### src/rtl/stack_pkg.sv
// Shared types and defaults for the operand stack that feeds the integer ALU.
package stack_pkg;

    localparam int STACK_WIDTH = 32;
    localparam int STACK_DEPTH = 16;

    typedef enum logic [2:0] {
        OP_NOP   = 3'b000,
        OP_PUSH  = 3'b001,
        OP_POP   = 3'b010,
        OP_BINOP = 3'b011,
        OP_UNOP  = 3'b100,
        OP_DUP   = 3'b101,
        OP_SWAP  = 3'b110,
        OP_RSVD  = 3'b111
    } stack_op_t;

    typedef enum logic {
        ST_IDLE   = 1'b0,
        ST_REFILL = 1'b1
    } stack_state_t;

endpackage

### src/rtl/stack_ram.sv
// Spill storage for the entries below NOS: one write port and one registered read port.
module stack_ram #(
    parameter int ENTRIES = 14,
    parameter int WIDTH   = 32,
    parameter int AW      = $clog2(ENTRIES)
) (
    input  logic             clk,
    input  logic             wr_en,
    input  logic [AW-1:0]    wr_addr,
    input  logic [WIDTH-1:0] wr_data,
    input  logic             rd_en,
    input  logic [AW-1:0]    rd_addr,
    output logic [WIDTH-1:0] rd_data
);

    logic [WIDTH-1:0] mem [ENTRIES];
    logic [WIDTH-1:0] rd_data_q;

    // Storage has no reset; the read register only updates when a refill is requested.
    always_ff @(posedge clk) begin
        if (wr_en) begin
            mem[wr_addr] <= wr_data;
        end
        if (rd_en) begin
            rd_data_q <= mem[rd_addr];
        end
    end

    assign rd_data = rd_data_q;

endmodule

### src/rtl/operand_stack.sv
// Operand stack: TOS/NOS live in registers feeding the ALU, deeper entries spill to RAM.
module operand_stack
    import stack_pkg::*;
#(
    parameter int DEPTH = STACK_DEPTH,
    parameter int WIDTH = STACK_WIDTH,
    localparam int CW   = $clog2(DEPTH + 1)
) (
    input  logic             clk,
    input  logic             rst,
    input  logic [2:0]       op,
    input  logic             op_valid,
    output logic             op_ready,
    input  logic [WIDTH-1:0] push_data,
    input  logic [WIDTH-1:0] alu_result,
    output logic [WIDTH-1:0] operand_a,
    output logic [WIDTH-1:0] operand_b,
    output logic [CW-1:0]    count,
    output logic             empty,
    output logic             full,
    output logic             overflow,
    output logic             underflow,
    input  logic             err_clear
);

    localparam int RAM_N = DEPTH - 2;
    localparam int AW    = $clog2(RAM_N);

    stack_state_t     state_q, state_d;
    logic [CW-1:0]    count_q, count_d;
    logic [WIDTH-1:0] tos_q, tos_d;
    logic [WIDTH-1:0] nos_q, nos_d;
    logic             ovf_q, ovf_d;
    logic             unf_q, unf_d;
    logic             ready_q, ready_d;

    logic             ram_wr_en;
    logic             ram_rd_en;
    logic [AW-1:0]    ram_wr_addr;
    logic [AW-1:0]    ram_rd_addr;
    logic [WIDTH-1:0] ram_rd_data;

    stack_op_t        cmd;
    logic             accept;
    logic             cnt_ge1;
    logic             cnt_ge2;
    logic             cnt_ge3;
    logic             is_full;

    assign cmd         = stack_op_t'(op);
    assign accept      = op_valid && ready_q;
    assign cnt_ge1     = (count_q >= CW'(1));
    assign cnt_ge2     = (count_q >= CW'(2));
    assign cnt_ge3     = (count_q >= CW'(3));
    assign is_full     = (count_q == CW'(DEPTH));
    assign ram_wr_addr = AW'(count_q - CW'(2));
    assign ram_rd_addr = AW'(count_q - CW'(3));

    stack_ram #(
        .ENTRIES(RAM_N),
        .WIDTH  (WIDTH),
        .AW     (AW)
    ) u_ram (
        .clk    (clk),
        .wr_en  (ram_wr_en),
        .wr_addr(ram_wr_addr),
        .wr_data(nos_q),
        .rd_en  (ram_rd_en),
        .rd_addr(ram_rd_addr),
        .rd_data(ram_rd_data)
    );

    // Decode the accepted command; a faulting command only raises its sticky flag.
    always_comb begin
        state_d   = state_q;
        count_d   = count_q;
        tos_d     = tos_q;
        nos_d     = nos_q;
        ovf_d     = ovf_q && !err_clear;
        unf_d     = unf_q && !err_clear;
        ram_wr_en = 1'b0;
        ram_rd_en = 1'b0;

        case (state_q)
            ST_REFILL: begin
                nos_d   = ram_rd_data;
                state_d = ST_IDLE;
            end
            default: begin
                if (accept) begin
                    case (cmd)
                        OP_PUSH: begin
                            if (is_full) begin
                                ovf_d = 1'b1;
                            end else begin
                                ram_wr_en = cnt_ge2;
                                nos_d     = tos_q;
                                tos_d     = push_data;
                                count_d   = count_q + CW'(1);
                            end
                        end
                        OP_DUP: begin
                            if (!cnt_ge1) begin
                                unf_d = 1'b1;
                            end else if (is_full) begin
                                ovf_d = 1'b1;
                            end else begin
                                ram_wr_en = cnt_ge2;
                                nos_d     = tos_q;
                                count_d   = count_q + CW'(1);
                            end
                        end
                        OP_POP: begin
                            if (!cnt_ge1) begin
                                unf_d = 1'b1;
                            end else begin
                                tos_d   = nos_q;
                                count_d = count_q - CW'(1);
                                if (cnt_ge3) begin
                                    ram_rd_en = 1'b1;
                                    state_d   = ST_REFILL;
                                end
                            end
                        end
                        OP_BINOP: begin
                            if (!cnt_ge2) begin
                                unf_d = 1'b1;
                            end else begin
                                tos_d   = alu_result;
                                count_d = count_q - CW'(1);
                                if (cnt_ge3) begin
                                    ram_rd_en = 1'b1;
                                    state_d   = ST_REFILL;
                                end
                            end
                        end
                        OP_UNOP: begin
                            if (!cnt_ge1) begin
                                unf_d = 1'b1;
                            end else begin
                                tos_d = alu_result;
                            end
                        end
                        OP_SWAP: begin
                            if (!cnt_ge2) begin
                                unf_d = 1'b1;
                            end else begin
                                tos_d = nos_q;
                                nos_d = tos_q;
                            end
                        end
                        default: begin
                        end
                    endcase
                end
            end
        endcase
    end

    // Ready is registered so it is stable for the whole cycle the refill is pending.
    assign ready_d = (state_d == ST_IDLE);

    // State, stack registers and sticky flags; reset aborts any refill in flight.
    always_ff @(posedge clk or posedge rst) begin
        if (rst) begin
            state_q <= ST_IDLE;
            count_q <= '0;
            tos_q   <= '0;
            nos_q   <= '0;
            ovf_q   <= 1'b0;
            unf_q   <= 1'b0;
            ready_q <= 1'b1;
        end else begin
            state_q <= state_d;
            count_q <= count_d;
            tos_q   <= tos_d;
            nos_q   <= nos_d;
            ovf_q   <= ovf_d;
            unf_q   <= unf_d;
            ready_q <= ready_d;
        end
    end

    assign op_ready  = ready_q;
    assign operand_a = nos_q;
    assign operand_b = tos_q;
    assign count     = count_q;
    assign empty     = (count_q == '0);
    assign full      = is_full;
    assign overflow  = ovf_q;
    assign underflow = unf_q;

endmodule
### config.mk
export PLATFORM = sky130hd
export DESIGN_NAME = operand_stack
export DESIGN_NICKNAME = d
export VERILOG_FILES = /design/src/rtl/stack_pkg.sv /design/src/rtl/stack_ram.sv /design/src/rtl/operand_stack.sv
export SDC_FILE = /design/constraint.sdc
export NUM_CORES = 1
export LEC_CHECK = 0
export CORE_MARGIN = 1
export CORE_UTILIZATION = 40
export DETAILED_ROUTE_END_ITERATION = 6
export GPL_ROUTABILITY_DRIVEN = 0
export PLACE_DENSITY = 0.59
export RECOVER_POWER = 25
export SLEW_MARGIN = 15
export SYNTH_ARGS = -nofsm -noshare
export SYNTH_HDL_FRONTEND = slang
export SYNTH_SLANG_ARGS = --single-unit
export TNS_END_PERCENT = 20
### constraint.sdc
create_clock -name clk -period 5.9 [get_ports clk]
set_input_delay 0.59 -clock clk [delete_from_list [all_inputs] [get_ports clk]]
set_output_delay 0.59 -clock clk [all_outputs]
set_load 0.01 [all_outputs]
==> reports/metrics.cfg <==
[run_status]
status=finished, violations left
violations=max-capacitance violations, max-slew violations

[global_route]
grtUsageMet3_pct=3.46
grt_pass1_wl_mm=78.7
met1_usage_pct=27.1
grt_max_degree=83
gr-usage-met2_pct=29.4
overflow=0
grt_busiest_layer=met2
grt_use_total_pct=18.9
grt_pass1_vias=12200
antenna_found_initial=1

[cts]
cts_resized=0
hold_buffers=0
cts_sinks=553
root_buffer=clkbuf_16
numCtsBuffers=56
clock_latency_ns=0.61
h-tree-depth=2
post_cts_buffers=0
cts_buffer_depth=3
clkTransAtPathRegs_ns=0.06
tritoncts=built

[logic_synthesis]
synthTopCellsByArea=edfxtp_1 (65%), mux4_2 (9.7%), dfrtp_1 (8.1%), mux2i_1 (4.3%), a21oi_1 (2.3%)
synthArstFlopShare_pct=13.2
yosysMostFrequentCell=edfxtp_1
synth_compound_area_share_pct=6.49
synthMuxAreaShare_pct=14.0
synth-simple-area-share_pct=3.65
yosys.area_share.adder_pct=0.448
synth-warning-count=0
synth_flop_cell=edfxtp_1
syn_area_per_cell_um2=17.8
synth_common_cells=edfxtp_1 (480), a21oi_1 (102), mux2i_1 (96), mux4_2 (96), dfrtp_1 (72)
yosysTopAreaCell=edfxtp_1
yosysTopAreaCellShare_pct=64.6
netlist_instances=1252
ys_types=54
synth-edff-count=480
syn_area_um2=22300
yosysSeqAreaShare_pct=72.7
synth-xor-area-share_pct=0.275
synth_top_family_by_area=multiplexers
synth_nets=1331
synth-seq-cells=553

[timing]
setup_tns_ns=0
finalCritPeriodShare_pct=68.6
finalHoldViolations=0
hold_slack_ns=0.489
slew_violations=32
finClkSkew_ns=0.0326
setup_viol=0
tightest_slew_ns=1.77
finalCriticalPeriod_ns=4.05
relSlewSlack_pct=-18.9
clock.fmax_mhz=247
rsz0062_at_grt=no

[worst_setup_path]
startpoint_type=flip-flop
end_kind=flip-flop
crit_required_ns=6.10
path_class=reg -> reg
worstPathArrival_ns=4.25
path_max_fanout=49

[routing]
wire_per_inst_um=24.0
via_count=11800
avgViaCountPerCell=5.37
drt_pre_antenna_iters=6
drc=0
wl_mm=52.7
postRouteAntennaNets=0
drtIter0Drc=1022

[cells_and_area]
antennaDiodeCount=0
area_delta_synth_final_pct=18.9
nets=1477
fillers=4691
final_util_pct=48.2
drive_above_1_share_pct=18.3

[floorplan]
rows=86
die_h_um=238
io_pins=145
die_w_um=238
fp.dieArea_um2=56800
initial_utilization_pct=40.5
fp.coreArea_um2=55100

[power_and_ir_drop]
pwr_density_cell_nw_per_um2=526
irDropWorstVdd_v=0.000448
fin_total_pwr_uw=14000
leakage_uw=0.00917

[job]
cap_violations=1

[place]
dp_hpwl_mm=29.0
portBuffers=144

[hold_path]
min_path_type=reg -> reg

critical path: stages, from the launching register on:
cell and delay [ns]:
dfrtp_4 1.05, inv_1 0.31, ha_4 0.28, nand4bb_1 0.21, and2_1 0.32, nand3_1 0.29, nor2_1 0.23, and2_2 0.94
cell type report:
| cell class | instances | area, um2 | share of cell area, % |
|---|---|---|---|
| clock buffer | 79 | 1620 | 6.10 |
| clock inverter | 26 | 297 | 1.12 |
| inverter | 45 | 170 | 0.641 |
| multi-input combinational | 579 | 5690 | 21.4 |
| sequential | 553 | 16200 | 61.2 |
| tap | 748 | 936 | 3.52 |
| timing repair buffer | 163 | 1600 | 6.01 |
layout by cell type, fill, tap and decap left out, types with 3 or more instances in the layout:
cell             count
clkinv_2            13
clkbuf_1            12
buf_4               18
and2_2               3
a21oi_2             30
a211oi_1            33
nor3_2               4
nand2_1             40
a22o_1              32
and2_4               5
nand3_1              3
ha_1                 7
nor2_1              38
clkbuf_8             9
clkbuf_16           58
clkdlybuf4s50_1    143
a21oi_1            102
xor2_1               3
or4_1                4
nor2_4               3
clkinv_1             4
edfxtp_1           480
inv_1               43
mux2i_1             96
bufinv_16            6
dfrtp_1             70
nor2b_1             37
mux4_2              96
o32ai_1              3
nand2b_1             3
layer usage:
layer | wire length (um) | part of all wire (%) | up-vias
li1 | - | - | 5225
met2 | 24800 | 47 | 344
met3 | 2950 | 5.6 | 80
met5 | 8 | 0.015 | -
met4 | 1100 | 2.1 | 2
met1 | 23800 | 45 | 6128
power by group:
group          internal (uW)  total [uW]  leakage (uW)  switching (uW)
combinational           2030        4190       0.00303            2160
sequential              5250        6130       0.00520             882
clock                   2180        3650      0.000946            1480
path summary, 6_finish.rpt:
path / startpoint / to / cells after the start / slack, ns
setup / recovery: count[0] / u_ram.mem[3][26] / 7 / 1.85
hold / removal: u_ram.rd_data[27] / operand_a[27] / 2 / 0.49
setup reg to reg: count[0] / u_ram.mem[3][26] / 7 / 1.85
hold reg to reg: u_ram.rd_data[27] / operand_a[27] / 2 / 0.49
max in group asynchronous: rst / count[0] / 3 / 3.57
min in group asynchronous: rst / operand_b[9] / 2 / 0.86
registers in the layout, indices dropped and copies added (netlist names):
name           count
op_ready           1
overflow           1
operand_a         32
underflow          1
u_ram.rd_data     32
count              5
u_ram.mem        448
state_q            1
operand_b         32
metrics by stage:
step	area, um2	worst slack (ns)	std cells
after floorplan	22300	0.895	1252
after global placement	24600	1.97	2088
after detailed placement	24600	1.82	2088
after CTS	26600	1.81	2193
after global routing	26600	1.59	2193
final	26600	1.85	2193
cells by family (layout without fill, tap and decap cells):
logic type / Yosys count / in the layout
mux: 192 / 192
compound gates: 214 / 214
flops: 553 / 553
xor+xnor: 7 / 7
buf+inv: 120 / 313
fa+ha+maj: 8 / 8
simple gates: 158 / 158
(Power assumes the default switching activity.)
